[src/rtl/wb_pkg.sv]
// Shared types and widths for the register-file writeback path.
package wb_pkg;

    localparam int unsigned DATA_W = 32;
    localparam int unsigned ADDR_W = 6;

    typedef struct packed {
        logic [ADDR_W-1:0] addr;
        logic [DATA_W-1:0] data;
    } wb_req_t;

    typedef enum logic [1:0] {
        SRC_NONE,
        SRC_ALU,
        SRC_LSU
    } wb_src_e;

endpackage

[src/rtl/wb_fifo.sv]
// Synchronous FIFO of writeback requests buffering long-latency results.
module wb_fifo
    import wb_pkg::*;
#(
    parameter int unsigned Depth = 4
) (
    input  logic                     clk_i,
    input  logic                     rst_ni,
    input  logic                     push_i,
    input  wb_req_t                  data_i,
    input  logic                     pop_i,
    output wb_req_t                  data_o,
    output logic                     full_o,
    output logic                     empty_o,
    output logic [$clog2(Depth):0]   count_o
);

    localparam int unsigned PtrW = $clog2(Depth);
    localparam logic [PtrW:0] CntFull = (PtrW + 1)'(Depth);
    localparam logic [PtrW:0] CntOne = (PtrW + 1)'(1);
    localparam logic [PtrW-1:0] PtrOne = PtrW'(1);

    wb_req_t           mem_q [Depth];
    logic [PtrW-1:0]   wr_ptr_q, wr_ptr_d;
    logic [PtrW-1:0]   rd_ptr_q, rd_ptr_d;
    logic [PtrW:0]     count_q, count_d;
    logic              do_push, do_pop;

    assign full_o  = (count_q == CntFull);
    assign empty_o = (count_q == '0);
    assign count_o = count_q;
    assign data_o  = mem_q[rd_ptr_q];

    assign do_push = push_i && !full_o;
    assign do_pop  = pop_i && !empty_o;

    always_comb begin
        wr_ptr_d = wr_ptr_q;
        rd_ptr_d = rd_ptr_q;
        count_d  = count_q;
        if (do_push) wr_ptr_d = wr_ptr_q + PtrOne;
        if (do_pop)  rd_ptr_d = rd_ptr_q + PtrOne;
        if (do_push && !do_pop) count_d = count_q + CntOne;
        if (do_pop && !do_push) count_d = count_q - CntOne;
    end

    always_ff @(posedge clk_i or negedge rst_ni) begin
        if (!rst_ni) begin
            wr_ptr_q <= '0;
            rd_ptr_q <= '0;
            count_q  <= '0;
        end else begin
            wr_ptr_q <= wr_ptr_d;
            rd_ptr_q <= rd_ptr_d;
            count_q  <= count_d;
        end
    end

    // Payload storage needs no reset; occupancy is tracked by the pointers.
    always_ff @(posedge clk_i) begin
        if (do_push) mem_q[wr_ptr_q] <= data_i;
    end

endmodule

[src/rtl/wb_writer.sv]
// Register-file write-port driver merging ALU and buffered long-latency results.
// Optional pending-destination scoreboard enabled by defining WB_SCOREBOARD_EN.
module wb_writer
    import wb_pkg::*;
#(
    parameter int unsigned FIFO_DEPTH = 4
) (
    input  logic                          clk,
    input  logic                          rst,
    input  logic                          alu_valid,
    input  logic [ADDR_W-1:0]             alu_addr,
    input  logic [DATA_W-1:0]             alu_data,
    output logic                          alu_stall,
    input  logic                          lsu_valid,
    output logic                          lsu_ready,
    input  logic [ADDR_W-1:0]             lsu_addr,
    input  logic [DATA_W-1:0]             lsu_data,
    input  logic                          pend_mark,
    input  logic [ADDR_W-1:0]             pend_addr,
    input  logic [ADDR_W-1:0]             rs1_addr,
    input  logic [ADDR_W-1:0]             rs2_addr,
    output logic                          rs1_busy,
    output logic                          rs2_busy,
    output logic                          wb_en,
    output logic [ADDR_W-1:0]             wb_addr,
    output logic [DATA_W-1:0]             write_data,
    output logic [$clog2(FIFO_DEPTH):0]   fifo_count
);

    wb_req_t  fifo_head;
    logic     fifo_full, fifo_empty, fifo_push, fifo_pop;
    wb_src_e  src;
    wb_req_t  wb_req_q, wb_req_d;
    logic     wb_en_q, wb_en_d;
    logic     wb_lsu_q, wb_lsu_d;

    assign lsu_ready = !fifo_full;
    assign alu_stall = fifo_full;
    assign fifo_push = lsu_valid && lsu_ready;

    wb_fifo #(
        .Depth (FIFO_DEPTH)
    ) u_fifo (
        .clk_i   (clk),
        .rst_ni  (rst),
        .push_i  (fifo_push),
        .data_i  ('{addr: lsu_addr, data: lsu_data}),
        .pop_i   (fifo_pop),
        .data_o  (fifo_head),
        .full_o  (fifo_full),
        .empty_o (fifo_empty),
        .count_o (fifo_count)
    );

    // A full buffer outranks the ALU so long-latency results cannot deadlock.
    always_comb begin
        src      = SRC_NONE;
        fifo_pop = 1'b0;
        if (fifo_full) begin
            src      = SRC_LSU;
            fifo_pop = 1'b1;
        end else if (alu_valid) begin
            src = SRC_ALU;
        end else if (!fifo_empty) begin
            src      = SRC_LSU;
            fifo_pop = 1'b1;
        end
    end

    always_comb begin
        wb_req_d = wb_req_q;
        unique case (src)
            SRC_ALU: wb_req_d = '{addr: alu_addr, data: alu_data};
            SRC_LSU: wb_req_d = fifo_head;
            default: ;
        endcase
        wb_en_d  = (src != SRC_NONE) && (wb_req_d.addr != '0);
        wb_lsu_d = wb_en_d && (src == SRC_LSU);
    end

    always_ff @(posedge clk or negedge rst) begin
        if (!rst) begin
            wb_req_q <= '0;
            wb_en_q  <= 1'b0;
            wb_lsu_q <= 1'b0;
        end else begin
            wb_req_q <= wb_req_d;
            wb_en_q  <= wb_en_d;
            wb_lsu_q <= wb_lsu_d;
        end
    end

    assign wb_en      = wb_en_q;
    assign wb_addr    = wb_req_q.addr;
    assign write_data = wb_req_q.data;

`ifdef WB_SCOREBOARD_EN
    localparam int unsigned NumRegs = 2 ** ADDR_W;

    logic [NumRegs-1:0] busy_q, busy_d;

    // Clear lags the write by one cycle; a same-cycle mark must survive it.
    always_comb begin
        busy_d = busy_q;
        if (wb_lsu_q) busy_d[wb_addr] = 1'b0;
        if (pend_mark && (pend_addr != '0)) busy_d[pend_addr] = 1'b1;
    end

    always_ff @(posedge clk or negedge rst) begin
        if (!rst) busy_q <= '0;
        else      busy_q <= busy_d;
    end

    assign rs1_busy = (rs1_addr != '0) && busy_q[rs1_addr];
    assign rs2_busy = (rs2_addr != '0) && busy_q[rs2_addr];
`else
    logic unused_sb;
    assign unused_sb = ^{pend_mark, pend_addr, rs1_addr, rs2_addr, wb_lsu_q};
    assign rs1_busy  = 1'b0;
    assign rs2_busy  = 1'b0;
`endif

endmodule

[config.mk]
export PLATFORM = sky130hd
export DESIGN_NAME = wb_writer
export DESIGN_NICKNAME = d
export VERILOG_FILES = /design/src/rtl/wb_pkg.sv /design/src/rtl/wb_fifo.sv /design/src/rtl/wb_writer.sv
export SDC_FILE = /design/constraint.sdc
export NUM_CORES = 1
export LEC_CHECK = 0
export CAP_MARGIN = 20
export CORE_UTILIZATION = 40
export CTS_BUF_LIST = sky130_fd_sc_hd__clkbuf_16
export DETAILED_ROUTE_END_ITERATION = 8
export PLACE_DENSITY_LB_ADDON = 0.1
export SYNTH_ARGS = -nofsm -noshare
export SYNTH_HDL_FRONTEND = slang
export SYNTH_SLANG_ARGS = --single-unit
[constraint.sdc]
create_clock -name clk -period 3.3 [get_ports clk]
set_input_delay 0.33 -clock clk [delete_from_list [all_inputs] [get_ports clk]]
set_output_delay 0.33 -clock clk [all_outputs]
set_load 0.01 [all_outputs]
Word-level counts from Yosys, hierarchy flattened

Memories as Yosys holds them, arrays and structs flattened.
Cells that the tools add are included.

Register bits: 46
RAM bits: 152
Input bits: 99
Output and inout port bits: 46
Logic and storage cells: 40
Memories: 1

Add/sub/neg operators: 4
Eq/ne operators: 3
Mux-type cells: 11
Reduce and logical (&&, ||, !) cells: 15

Memory list:

| memory       | words | bits a word | rd ports | clocked after Yosys merged registers in | wr ports | line          | text |
|---|---|---|---|---|---|---|---|
| u_fifo.mem_q | 4     | 38          | 1        | 0                                       | 1        | wb_fifo.sv:23 | `wb_req_t mem_q [Depth];` |

Operator list:

| operator            | number |
|---|---|
| $pmux 38 s2         | 1 |
| $logic_and 1x1->1   | 6 |
| $mux 2              | 3 |
| $mux 3              | 2 |
| $reduce_bool 2->1   | 3 |
| $reduce_bool 6->1   | 1 |
| $mux 1              | 5 |
| $add 2x1->2 const B | 2 |
| $logic_not 1->1     | 4 |
| $add 3x1->3 const B | 1 |
| $eq 3x3->1 const B  | 1 |
| $logic_not 3->1     | 1 |
| $sub 3x1->3 const B | 1 |
| $eq 2x1->1 const B  | 1 |
| $eq 2x2->1 const B  | 1 |

Depth between registers and ports, before layout

Gate-level depths: netlist of the first run.

Depth in word-level cells: 9
Mapped depth: 12
Depth with buffers taken out: 9

By module

A second synthesis of the first run with hierarchy kept.

Cell total of the unflattened synthesis: 417
Area, all modules: 7,728.7 µm²

Modules (own cells, without submodules):

| module    | instances | cells each | area each (µm²) | sequential area each (µm²) |
|---|---|---|---|---|
| wb_fifo   | 1         | 236        | 5,959.5         | 4,739.5 |
| wb_writer | 1         | 181        | 1,769.2         | 975.9 |

Worst setup path after synthesis of the first run

No wires, ideal clock.

Kind: reg2reg
From: reg u_fifo.count_q[0] (netlist: u_fifo.count_o[0])
To: reg u_fifo.count_q[2] (netlist: u_fifo.count_o[2])
Library setup time: 79 ps
Data arrival time: 2,399 ps
Data required time: 3,221 ps
Slack: 822 ps
Stages on the path, launching flop included: 12
Buffers on the path: 2
Period minus slack after synthesis: 2,478 ps
Cell sequence: dfrtp_1 -> o21ai_0 -> o21ai_1 -> inv_1 -> clkbuf_1 -> clkbuf_1 -> ha_1 -> inv_1 -> fa_1 -> xor2_1 -> nor2_1 -> xor2_1

Word-level cells in the longest chain between the ends: 8

Ends and longest elaborated chain:

| item                        | line            | text |
|---|---|---|
| start: declaration          | wb_fifo.sv:26   | `logic [PtrW:0] count_q, count_d;` |
| start signal: assignment    | wb_fifo.sv:55   | `count_q <= count_d;` |
| $logic_not 3->1             | wb_fifo.sv:30   | `assign empty_o = (count_q == '0);` |
| $mux 1                      | wb_writer.sv:64 | `end else if (!fifo_empty) begin` |
| $mux 1                      | wb_writer.sv:62 | `end else if (alu_valid) begin` |
| $mux 1                      | wb_writer.sv:59 | `if (fifo_full) begin` |
| $logic_and 1x1->1 *         | wb_fifo.sv:35   | `assign do_pop = pop_i && !empty_o;` |
| net u_fifo.do_pop           | wb_fifo.sv:27   | `logic do_push, do_pop;` |
| $logic_not 1->1             | wb_fifo.sv:43   | `if (do_push && !do_pop) count_d = count_q + CntOne;` |
| $logic_and 1x1->1           | wb_fifo.sv:43   |  |
| $reduce_bool 2->1 (no line) | --              |  |

Mark *: on every way through the listed nets, which the timed path passes. The rest lies on a longest branch. The select of a mux whose other input is x is not followed.
A chain may end at the register's enable or synchronous reset.

Final worst setup path of the first run

From: reg u_fifo.count_q[0] (netlist: u_fifo.count_o[0])
To: out alu_stall

Word-level cells in the longest chain between the ends: 1

Ends and longest elaborated chain:

| item             | line            | text |
|---|---|---|
| $eq 3x3->1       | wb_fifo.sv:29   | `assign full_o = (count_q == CntFull);` |
| end: declaration | wb_writer.sv:13 | `output logic alu_stall,` |

No other way between the ends.

==> metrics.md, run 1 <==
| Metric | Value |
|---|---|
| Count of cell types in the netlist | `37` |
| GRT busiest layer | `met2` |
| Starting Density | `0.413` |
| First-pass DRT Iterations | `9` |
| Fill count | `1481` |
| Die Area | `19400 um2` |
| Seq/Total Area, Yosys | `0.760` |
| Ports | `145` |
| Num rows | `49` |
| NetSw | `0.00261 W` |
| Register Area | `5720 um2` |
| Clock skew | `7.59 ps` |
| CTS max path bufs | `2` |
| Pwr dens | `890 nW/um2` |
| Worst-path maximum fanout | `10` |
| Antenna Cells | `0` |
| Gpl congestion | `0.697` |
| Worst EP arrival | `2130 ps` |
| Critical path class | `reg2out` |
| TritonCTS Buffers | `17` |
| Initial antenna violation count | `0` |
| Fmax | `406 MHz` |
| Total of max-cap violations | `0` |
| Global route overflow | `0` |
| Met2 Track Usage GR | `0.288` |
| Final period util | `0.746` |
| DRT iter0 DRCs | `287` |
| Clock Sinks | `198` |
| GRT met1 Usage | `0.220` |
| VDD IR-drop max | `0.390 mV` |
| CTS H-tree depth | `4` |
| M3 GR Usage | `0.0504` |
| WL/cell | `20.2 um` |
| Status | `finished with violations` |
| Crit path required time | `2970 ps` |
| Reg clk slew, reported paths | `70 ps` |
| Synth Instances | `396` |
| Final Hold Viols | `0` |
| FF+latch count, synth | `198` |
| Die Ht | `139 um` |
| CTS tree | `done` |
| Die W | `139 um` |
| Sequential power share | `0.439` |
| Clk_lat worst skew | `420 ps` |
| CP Capture Type | `output pin` |
| Post-synth EDFFs | `152` |
| Unrepaired setup endpoints after global routing | `false` |
| Syn avg cell area | `19.0 um2` |
| # resized after CTS | `0` |
| WL final | `15.6 mm` |
| Rel. slew slack | `0.466` |
| Switch share | `0.304` |
| Layout Nets | `633` |
| Number of global-route vias before repair | `4380` |
| Inst Count DP | `737` |
| Via count | `4068` |
| # setup viols final | `0` |
| FFs w/ async S/R, synth | `0.232` |
| Largest net degree at the start of global routing | `39` |
| Slew Limit Fails | `0` |
| Core Box Area | `18200 um2` |
| Drt via density | `5.28` |
| Static leakage | `3.43 nW` |
| Post-synth top flop | `edfxtp_1` |
| Tmin final | `2460 ps` |
| Detail Route Antenna Nets | `0` |
| Synth-to-Final Area Change | `28.5%` |
| First-pass GRT wire length | `24.5 mm` |
| YS warnings | `0` |
| Post-route DRC | `10` |
| Hold Path Class | `in2async` |
| Ratio of cells with drive above 1 in the final layout | `0.174` |
| Total negative slack | `0 ps` |
| Area of the multi-input gates | `1630 um2` |
| Worst Max-Slew Pin Slew | `800 ps` |
| Clock power frac | `0.240` |
| Cell at the root of the clock tree | `clkbuf_16` |
| Failing checks | `design-rule violations` |
| Pint | `0.00598 W` |
| Startpoint Class | `flip-flop` |
| Dpl hpwl | `9.91 mm` |
| Comb pwr share | `0.321` |
| Gr usage total | `0.172` |
| IO Port Bufs | `123` |
| Final Non-Filler Cells | `770` |
| Cell Area, Synth | `7520 um2` |
-- registers in the layout (all words and copies together), names as in the netlist --
name             cells
u_fifo.mem_q       152
wb_en                1
u_fifo.count_o       3
wb_addr              6
u_fifo.wr_ptr_q      2
write_data          32
u_fifo.rd_ptr_q      2
-- layer usage --
layer  vias up  share of wire
met5         -              0
met4         0         0.0080
met3         8          0.054
met2       109           0.50
met1      2120           0.44
li1       1831              -
-- cell usage in the layout (no fill, tap or decap), drive strengths merged, types with 13 or more instances in the layout --
cell type | synthesis | routed
nor2 | 36 | 36
a222oi | 15 | 15
clkbuf | 14 | 17
buf | 10 | 13
edfxtp | 152 | 152
clkdlybuf4s50 | 0 | 122
mux4 | 38 | 38
o22ai | 17 | 17
dfrtp | 46 | 46
inv | 22 | 30
-- final cells by class --
cell class | count | area share
Clock buffer | 17 | 0.0440
Clock inverter | 15 | 0.0172
Inverter | 22 | 0.00855
Multi-Input combinational cell | 153 | 0.169
Sequential cell | 198 | 0.592
Tap cell | 229 | 0.0297
Timing Repair Buffer | 136 | 0.140
-- logic make-up (layout without fill, tap and decap cells) --
group	Yosys count	after routing	share of synthesized area
AOI/OAI and AO/OA	44	44	0.0466
buffers and inverters	46	190	0.0258
muxes	39	39	0.115
other	1	2	0.000499
adders and majority gates	6	6	0.0110
and+or+nand+nor	56	56	0.0338
xor gates and xnor gates	6	6	0.00699
DFF	198	198	0.760
-- power by group through the flow --
stage,clock network (W),registers [W],logic (W)
after floorplan,0,0.00379,0.00157
after global placement,0,0.00380,0.00278
after detailed placement,0,0.00384,0.00282
after CTS,0.00212,0.00379,0.00283
after global routing,0.00223,0.00386,0.00299
final,0.00206,0.00378,0.00276
-- cells in the mapped netlist (2+ instances only) --
master,instances,area share
nand2_1,4,0.0020
o21ai_0,2,0.0013
a222oi_1,15,0.020
nor4_1,2,0.0017
buf_4,2,0.0020
inv_1,22,0.011
dfrtp_1,46,0.15
and2_1,3,0.0025
nand2b_1,2,0.0017
buf_2,5,0.0033
mux4_2,38,0.11
a221o_1,3,0.0040
edfxtp_1,152,0.61
and3_1,4,0.0033
clkbuf_1,14,0.0070
xnor2_1,4,0.0047
nor2_1,36,0.018
ha_1,5,0.0083
o22ai_1,17,0.014
xor2_1,2,0.0023
buf_1,2,0.0010
-- critical path: stages, from the launching register on --
cell and delay, ps:
dfrtp_1 480, or3b_1 560, inv_1 130, clkdlybuf4s50_1 540
-- final timing paths --
check,startpoint,endpoint,slack [ps],cells past startpoint
setup / recovery,u_fifo.count_o[0],alu_stall,840,3
hold / removal,rst,wb_addr[1],450,2
setup reg to reg,u_fifo.count_o[0],u_fifo.count_o[2],940,8
hold reg to reg,write_data[10],write_data[10],510,2
max in group asynchronous,rst,write_data[6],2070,3
min in group clk,write_data[10],write_data[10],510,2
-- per-stage QoR --
step / total power, W / setup slack [ps] / hold WS [ps] / cell area, um2 / util
detailed placement: 0.00666 / 917 / 375 / 9060 / 0.498
global route: 0.00908 / 739 / 487 / 9660 / 0.531
global placement: 0.00658 / 911 / 364 / 9060 / 0.498
CTS: 0.00874 / 820 / 467 / 9660 / 0.531
finish: 0.00860 / 839 / 453 / 9660 / 0.531
floorplan: 0.00536 / 822 / 34.4 / 7520 / -
-- repair_timing --
item | CTS | global route
hold buffers | 1 | 0
endpoints found under the hold margin | 20 | 0
setup buffers | 0 | 0
setup endpoints to repair | 0 | 0
No activity file was read; power rests on OpenSTA's default activity.
==> run 2: changes to the inputs <==
clock period = 2.1 ns   (was 3.3 ns; I/O delays follow)
==> run 2 against run 1 <==
The run still ends with design-rule violations left; worst hold slack got worse by 85 ps; routed wire length decreased by 0.46%; clock power increased by 42%; first-iteration DRC count increased by 2.1%; non-clock buffer count increased by 20; critical path depth increased by 1; final cell count increased by 2.6%; cell area increased by 1.6%; global-route usage increased by 0.088 points; largest power group unchanged.
==> metrics.md, run 2 (synthesis results as in run 1) <==
| Metric | Value |
|---|---|
| Ports | `145` |
| Sequential power share | `0.431` |
| Layout Nets | `653` |
| Most common cell after layout, fill and taps aside | `edfxtp_1` |
| Clock power frac | `0.218` |
| Fmax | `493 MHz` |
| Crit path required time | `1890 ps` |
| Num rows | `49` |
| Max FFs per register | `152` |
| Worst Max-Slew Pin Slew | `722 ps` |
| Clk_lat worst skew | `430 ps` |
| Reg2Reg Depth | `8` |
| Initial antenna violation count | `0` |
| Startpoint Class | `flip-flop` |
| Via count | `4113` |
| Failing checks | `design-rule violations` |
| Core Box Area | `18200 um2` |
| First-pass DRT Iterations | `8` |
| TritonCTS Buffers | `17` |
| CTS tree | `done` |
| Reg clk slew, reported paths | `70 ps` |
| CTS H-tree depth | `4` |
| Total of max-cap violations | `0` |
| Synth-to-Final Area Change | `30.5%` |
| Static leakage | `3.50 nW` |
| Slew Limit Fails | `0` |
| Largest net degree at the start of global routing | `28` |
| Die Area | `19400 um2` |
| Pwr dens | `1370 nW/um2` |
| WL final | `15.5 mm` |
| Rel. slew slack | `0.519` |
| Tmin final | `2030 ps` |
| NetSw | `0.00410 W` |
| Detail Route Antenna Nets | `0` |
| Comb pwr share | `0.351` |
| IO Port Bufs | `123` |
| Status | `finished with violations` |
| DRT iter0 DRCs | `293` |
| Global route overflow | `0` |
| Die Ht | `139 um` |
| Die W | `139 um` |
| CP Capture Type | `output pin` |
| Unrepaired setup endpoints after global routing | `false` |
| Gpl congestion | `0.712` |
| # setup viols final | `0` |
| Final period util | `0.966` |
| Starting Density | `0.413` |
| Antenna Cells | `0` |
| Utilization after layout | `0.539` |
| Worst EP arrival | `1820 ps` |
| Final Hold Viols | `0` |
| Ratio of cells with drive above 1 in the final layout | `0.214` |
| Switch share | `0.304` |
| Largest reg by FF count | `u_fifo.mem_q` |
| Number of global-route vias before repair | `4446` |
| WL/cell | `19.6 um` |
| Drt via density | `5.21` |
| Dpl hpwl | `9.97 mm` |
| Gr usage total | `0.173` |
| Clock skew | `9.58 ps` |
| First-pass GRT wire length | `24.6 mm` |
| Clock Sinks | `198` |
| Hold Path Class | `in2async` |
| Inst Count DP | `755` |
| Design Power | `0.0135 W` |
| Most frequent cells in the layout | `152 x edfxtp_1, 120 x clkdlybuf4s50_1, 42 x dfrtp_1` |
| Pint | `0.00937 W` |
| Critical path class | `reg2out` |
| Cell at the root of the clock tree | `clkbuf_16` |
| CTS max path bufs | `2` |
| Post-route DRC | `9` |
| Worst-path maximum fanout | `8` |
| VDD IR-drop max | `0.646 mV` |
| Final Non-Filler Cells | `790` |
==> run 2: timing repair <==
action                                 CTS  global route
setup buffers                            0             2
resized for setup                        3             4
hold buffers                             1             0
endpoints found under the hold margin   24             0
setup endpoints to repair                2             1
gates cloned                             0             0
pin swaps                                0             3
==> run 2: through the flow <==
stage                     cell area, um2  hold slack, ps  worst slack [ps]  setup TNS, ps
after floorplan                     7560           -85.6             -67.2          -92.2
after global placement              9250             295              72.2              0
after detailed placement            9250             313              55.0              0
after CTS                           9790             370              43.7              0
after global routing                9810             395              11.0              0
final                               9810             367              71.0              0
==> run 2: final timing paths <==
path                            slack (ps)         startpoint                 to
worst max-delay path                    70  u_fifo.count_o[1]          alu_stall
min in group clk                       400        alu_data[0]      write_data[0]
worst max register to register          90  u_fifo.count_o[1]  u_fifo.count_o[2]
worst min-delay path                   370                rst         wb_addr[0]
max in group asynchronous             1160                rst     write_data[17]
worst min register to register         510      write_data[6]      write_data[6]
==> run 2: area by class of cell <==
class	instances	area, um2
Clock inverter	15	105
Tap cell	229	287
Timing Repair Buffer	156	1550
Fill cell	1495	8400
Sequential cell	198	5720
Inverter	22	82.6
Clock buffer	17	425
Multi-Input combinational cell	153	1640
==> run 2: worst max-delay path: stages, from the launching register on <==
cell           delay, ps
dfrtp_2              440
or3b_4               420
buf_4                180
inv_1                 70
dlygate4sd2_1        260
==> run 2: per-layer routing <==
metal | global-route usage | vias up | routed length, um
met1 | 0.234 | 2100 | 6980
met2 | 0.276 | 122 | 7490
met5 | 0 | - | 0
li1 | - | 1872 | -
met4 | 0.0614 | 0 | 219
met3 | 0.0390 | 19 | 809
==> run 2: power by group through the flow <==
stage	sequential, W	clock (W)	combinational (W)
3_5_place_dp	0.00589	0	0.00478
5_1_grt	0.00592	0.00317	0.00516
4_1_cts	0.00582	0.00303	0.00479
2_1_floorplan	0.00595	0	0.00253
6_report	0.00580	0.00293	0.00473
3_3_place_gp	0.00583	0	0.00475
